===== src/rtl/medidor_frecuencia_if.sv =====
// medidor_frecuencia_if: control/result bundle; master drives enable/sig_in, slave returns periodo/donde/valido/desborde
interface medidor_frecuencia_if #(parameter int ANCHO = 12);
  logic enable;
  logic sig_in;
  logic [ANCHO-1:0] periodo;
  logic [10:0] donde;
  logic valido;
  logic desborde;
  modport master(output enable, sig_in, input periodo, donde, valido, desborde);
  modport slave(input enable, sig_in, output periodo, donde, valido, desborde);
endinterface


===== src/rtl/medidor_frecuencia.sv =====
// medidor_frecuencia: measures sig_in period in clk cycles; ports clk, reset, bus(enable, sig_in in; periodo, donde, valido, desborde out)
module medidor_frecuencia #(parameter int ANCHO = 12) (
  input logic clk,
  input logic reset,
  medidor_frecuencia_if.slave bus
);
  typedef enum logic [1:0] {IDLE, ESPERA, MIDE} state_t;
  localparam logic [ANCHO-1:0] MAX = '1;
  state_t state, state_n;
  logic s1, s2, s3, edge_det;
  logic [ANCHO-1:0] cnt, cnt_n, periodo_q, periodo_n;
  logic [10:0] donde_q, donde_n;
  logic valido_q, valido_n, desborde_q, desborde_n;
  logic [ANCHO+10:0] half;
  assign edge_det = s2 & ~s3;
  assign half = {11'd0, cnt} >> 1;
  assign bus.periodo = periodo_q;
  assign bus.donde = donde_q;
  assign bus.valido = valido_q;
  assign bus.desborde = desborde_q;
  always_ff @(posedge clk) begin
    if (reset) begin
      state <= IDLE;
      cnt <= '0;
      {s1, s2, s3} <= 3'b000;
      periodo_q <= '0;
      donde_q <= '0;
      valido_q <= 1'b0;
      desborde_q <= 1'b0;
    end else begin
      state <= state_n;
      cnt <= cnt_n;
      {s1, s2, s3} <= {bus.sig_in, s1, s2};
      periodo_q <= periodo_n;
      donde_q <= donde_n;
      valido_q <= valido_n;
      desborde_q <= desborde_n;
    end
  end
  always_comb begin
    state_n = state;
    cnt_n = cnt;
    periodo_n = periodo_q;
    donde_n = donde_q;
    valido_n = 1'b0;
    desborde_n = desborde_q;
    if (!bus.enable) begin
      state_n = IDLE;
      cnt_n = '0;
    end else begin
      case (state)
        IDLE: begin
          state_n = ESPERA;
          cnt_n = '0;
        end
        ESPERA: if (edge_det) begin
          state_n = MIDE;
          cnt_n = ANCHO'(1);
        end
        MIDE: if (edge_det) begin
          periodo_n = cnt;
          donde_n = (half > (ANCHO+11)'(2047)) ? 11'd2047 : half[10:0];
          valido_n = 1'b1;
          desborde_n = 1'b0;
          cnt_n = ANCHO'(1);
        end else if (cnt == MAX) begin
          desborde_n = 1'b1;
          cnt_n = '0;
          state_n = ESPERA;
        end else begin
          cnt_n = cnt + 1'b1;
        end
        default: begin
          state_n = IDLE;
          cnt_n = '0;
        end
      endcase
    end
  end
endmodule


===== src/flat_wrapper.sv =====
// flat-port wrapper written by rule: the top's interface ports become plain ports
module medidor_frecuencia_flat 
#(parameter int ANCHO = 12)
  (clk, reset, bus_enable, bus_sig_in, bus_periodo, bus_donde, bus_valido, bus_desborde);
  medidor_frecuencia_if #(.ANCHO(ANCHO)) bus_i ();
  input logic clk;
  input logic reset;
  input wire logic [$bits(bus_i.enable)-1:0] bus_enable;
  input wire logic [$bits(bus_i.sig_in)-1:0] bus_sig_in;
  output wire logic [$bits(bus_i.periodo)-1:0] bus_periodo;
  output wire logic [$bits(bus_i.donde)-1:0] bus_donde;
  output wire logic [$bits(bus_i.valido)-1:0] bus_valido;
  output wire logic [$bits(bus_i.desborde)-1:0] bus_desborde;
  assign bus_i.enable = bus_enable;
  assign bus_i.sig_in = bus_sig_in;
  assign bus_periodo = bus_i.periodo;
  assign bus_donde = bus_i.donde;
  assign bus_valido = bus_i.valido;
  assign bus_desborde = bus_i.desborde;
  medidor_frecuencia #(.ANCHO(ANCHO)) u_core (.clk(clk), .reset(reset), .bus(bus_i));
endmodule

===== config.mk =====
export PLATFORM = sky130hd
export DESIGN_NAME = medidor_frecuencia_flat
export DESIGN_NICKNAME = d
export VERILOG_FILES = /design/src/rtl/medidor_frecuencia_if.sv /design/src/rtl/medidor_frecuencia.sv /design/src/flat_wrapper.sv
export SDC_FILE = /design/constraint.sdc
export NUM_CORES = 1
export LEC_CHECK = 0
export ABC_AREA = 0
export ABC_CLOCK_PERIOD_IN_PS = 2100
export CAP_MARGIN = 30
export CORE_ASPECT_RATIO = 0.75
export CORE_MARGIN = 4
export CORE_UTILIZATION = 51
export DETAILED_ROUTE_END_ITERATION = 7
export HOLD_SLACK_MARGIN = 0.06
export PLACE_DENSITY = 0.83
export SYNTH_ARGS = -nofsm -noshare
export SYNTH_HDL_FRONTEND = slang
export SYNTH_SLANG_ARGS = --single-unit

===== constraint.sdc =====
create_clock -name clk -period 2.1 [get_ports clk]
set_input_delay 0.42 -clock clk [delete_from_list [all_inputs] [get_ports clk]]
set_output_delay 0.42 -clock clk [all_outputs]
set_load 0.05 [all_outputs]

==> summary.md <==
| Metric | Value |
|---|---|
| Status | finished clean |
| WHS Path Cells | 1 |
| Clock transition at path regs | ~80 ps |
| R2r setup slk | between 200 and 250 ps |
| Post-cts repair resize count | 0 |
| Slew Limit Fails | 0 |
| Met1 usage | 25.2% |
| # port buffers | 28 |
| First-pass GRT wire length | between 6000 and 7000 um |
| Post-synth EDFFs | 0 |
| GPL Wtd Cong | ~0.85 |
| RSZ-0062 raised after global routing | false |
| Worst-margin pin slew | about 570 ps |
| Syn Nets | 209 |
| Avg WL per Cell | 12.7 um |
| DRC errors left | 0 |
| Antenna viol nets, final | 0 |
| Post-Syn Instances | 200 |
| Maximum clock frequency | 532 MHz |
| Hold Crit Class | reg2reg |
| Setup TNS | 0 ps |
| Lkg Pwr | 0.707 nW |
| Die width | about 74 um |
| Final Hold Viols | 0 |
| Max_cap viols | 0 |
| CP Launch Type | flop |
| FFs w/ async S/R, synth | 0% |
| Required time worst endpoint | ~2300 ps |
| Endpoints failing setup | 0 |
| Half-perimeter wire length after placement | 2430 um |
| Largest net degree at the start of global routing | 29 |
| DP Worst Slack | roughly 150 ps |
| Synth Cell Area | 0.00168 mm^2 |
| Grt ovf | 0 |
| Drt first-iter violations | 71 |
| Root Buffer | clkbuf_8 |
| Chip height | 57.7 um |
| Fin cells | 273 |
| Crit path setup slack, layout | 221 ps |
| Total die area | between 0.004 and 0.005 mm^2 |
| CTS tree | done |
| PwrDens | just under 700 mW/mm^2 |
| Routed WL | ~3500 um |
| Clock tree sinks | 42 |
| Largest fanout on the critical path | 7 |
| Core footprint | ~0.0030 mm^2 |
| Area growth from synthesis to layout | 27.5% |
| Worst r2r src | u_core.state[1]$_SDFFE_PP0P_ |
| Nets | 243 |
| Critical path startpoint | u_core.state[1]$_SDFFE_PP0P_ |
| Cell variety after synth | 30 |
| Clock Skew | approximately 3.3 ps |
| Avg Inst Size Synth | about 8.4 um^2 |
| Pwr Total | 1.48 mW |
| Rows | 17 |
| Critical Path End Type | flop |
| Critical path class | reg2reg |
| Peak VDD IR | 561 uV |
| Drt pass-1 iters | 4 |
| Seq/Total Area, Yosys | 50.0% |
| Final instance area | 0.00214 mm^2 |
| Vias in the first global route | 1386 |
| Global routing usage on met3 | 4.68% |
| Critical path data arrival time | 2040 ps |
| Final min period | 1880 ps |
| Top FF cell, synth | dfxtp_1 |
| H-tree level count | 2 |
| Clock buffer count from CTS | 5 |
| Finished Core Util | 70.5% |
| Placed Area | 0.00204 mm^2 |
| Most crowded layer after global routing | met2 |
| Initial antenna violation count | 0 |
| Setup Fix Bufs, Post-CTS | 0 |
| Crit Reg-Reg Endpoint | u_core.cnt[4]$_SDFFE_PP0P_ |
| WHS | roughly 440 ps |
| Initial Utilization | 55.3% |
| Layout cells sized above 1 | 7.66% |
| Clock Path Buffers | 2 |
| Reg2reg path depth | 5 |
| Antenna diodes | 0 |
| Synth warnings | 0 |
| Post-Place Cells | 265 |
| Met2 GRT Util | roughly 28% |
| Total GRT Usage | 18.5% |
| Worst Hold Path EP | u_core.s2$_SDFF_PP0_ |
| Final period utilization | 89.5% |
| Worst slew margin | between 60% and 70% |
| IO Count | 29 |
| Cts hold-fix bufs | 0 |
| Worst skew pair latency | slightly below 300 ps |
| Hold Crit Start | u_core.s1$_SDFF_PP0_ |
| #FFs+latches synth | 42 |
| Detailed-route vias per instance | 5.40 |
| Via count | ~1500 |
critical path, stage by stage (launching register included):
cell,delay (ps)
dfxtp_1,380
inv_1,80
ha_1,250
a2111o_1,440
o21bai_1,490
nor2_1,110
cell type report:
class / instances / area, um^2
sequential: 42 / 841
clock inverter: 3 / 40.0
tap: 38 / 47.5
fill: 246 / 897
multi-input combinational: 145 / 792
timing repair buffer: 36 / 340
inverter: 4 / 15.0
clock buffer: 5 / 68.8
layer usage:
layer	part of all wire (%)	up-vias
met3	4.5	7
met4	1.6	0
met2	46	36
li1	-	756
met1	48	674
met5	0	-
placed cells by master (no fill, tap or decap), types with 3 or more instances in the layout:
cell	n
nor2_1	17
clkdlybuf4s50_1	28
a21oi_1	30
xnor2_1	7
nand2_1	42
buf_4	8
ha_1	5
dfxtp_1	42
inv_1	4
nor2b_1	4
nand3_1	6
nor3_1	4
a211oi_1	3
a2111oi_0	4
clkbuf_8	5
o21ai_0	4
cell usage after synthesis, types with 2 or more instances:
library cell / instances / area (um^2)
a211oi_1: 3 / 22.5
or3_1: 2 / 12.5
nand3_1: 6 / 30.0
a2111oi_0: 4 / 35.0
xnor2_1: 7 / 61.3
nand2_1: 42 / 158
nor2_1: 17 / 63.8
clkbuf_1: 8 / 30.0
dfxtp_1: 42 / 841
nor3_1: 4 / 20.0
o21ai_0: 4 / 20.0
nor2b_1: 4 / 25.0
a21oi_1: 30 / 150
nand4_1: 2 / 12.5
nor4_1: 2 / 12.5
ha_1: 5 / 62.6
inv_1: 4 / 15.0
nand2b_1: 2 / 12.5
power breakdown:
| group | internal (mW) | total, mW | switching (mW) |
|---|---|---|---|
| clock | 0.350 | 0.621 | 0.272 |
| sequential | 0.800 | 0.802 | 0.00251 |
| combinational | 0.0218 | 0.0547 | 0.0329 |
| total | 1.17 | 1.48 | 0.307 |
worst max path at each step:
stage | end | cells past startpoint | slack, ps
after floorplan | u_core.cnt[11]$_SDFFE_PP0P_ | 6 | 410
after global placement | u_core.cnt[1]$_SDFFE_PP0P_ | 5 | 190
after detailed placement | u_core.cnt[1]$_SDFFE_PP0P_ | 5 | 150
after CTS | bus_donde[8] | 1 | 220
after global routing | u_core.cnt[2]$_SDFFE_PP0P_ | 5 | 30
final | u_core.cnt[4]$_SDFFE_PP0P_ | 5 | 220
registers in the layout (all words and copies together) (netlist names):
register             count
u_core.bus.desborde      1
u_core.bus.periodo      12
u_core.s2                1
u_core.bus.valido        1
u_core.state             2
u_core.s1                1
u_core.s3                1
u_core.bus.donde        11
u_core.cnt              12
kinds of logic after synthesis:
kind of cell | Yosys count | synth area share, %
simple gates | 86 | 23.0
fa+ha+maj | 5 | 3.72
buf+inv | 13 | 2.90
xor+xnor | 8 | 4.17
compound gates | 45 | 15.6
flops | 42 | 50.0
mux | 1 | 0.595
Note: power is estimated with default switching activity, not from simulation.
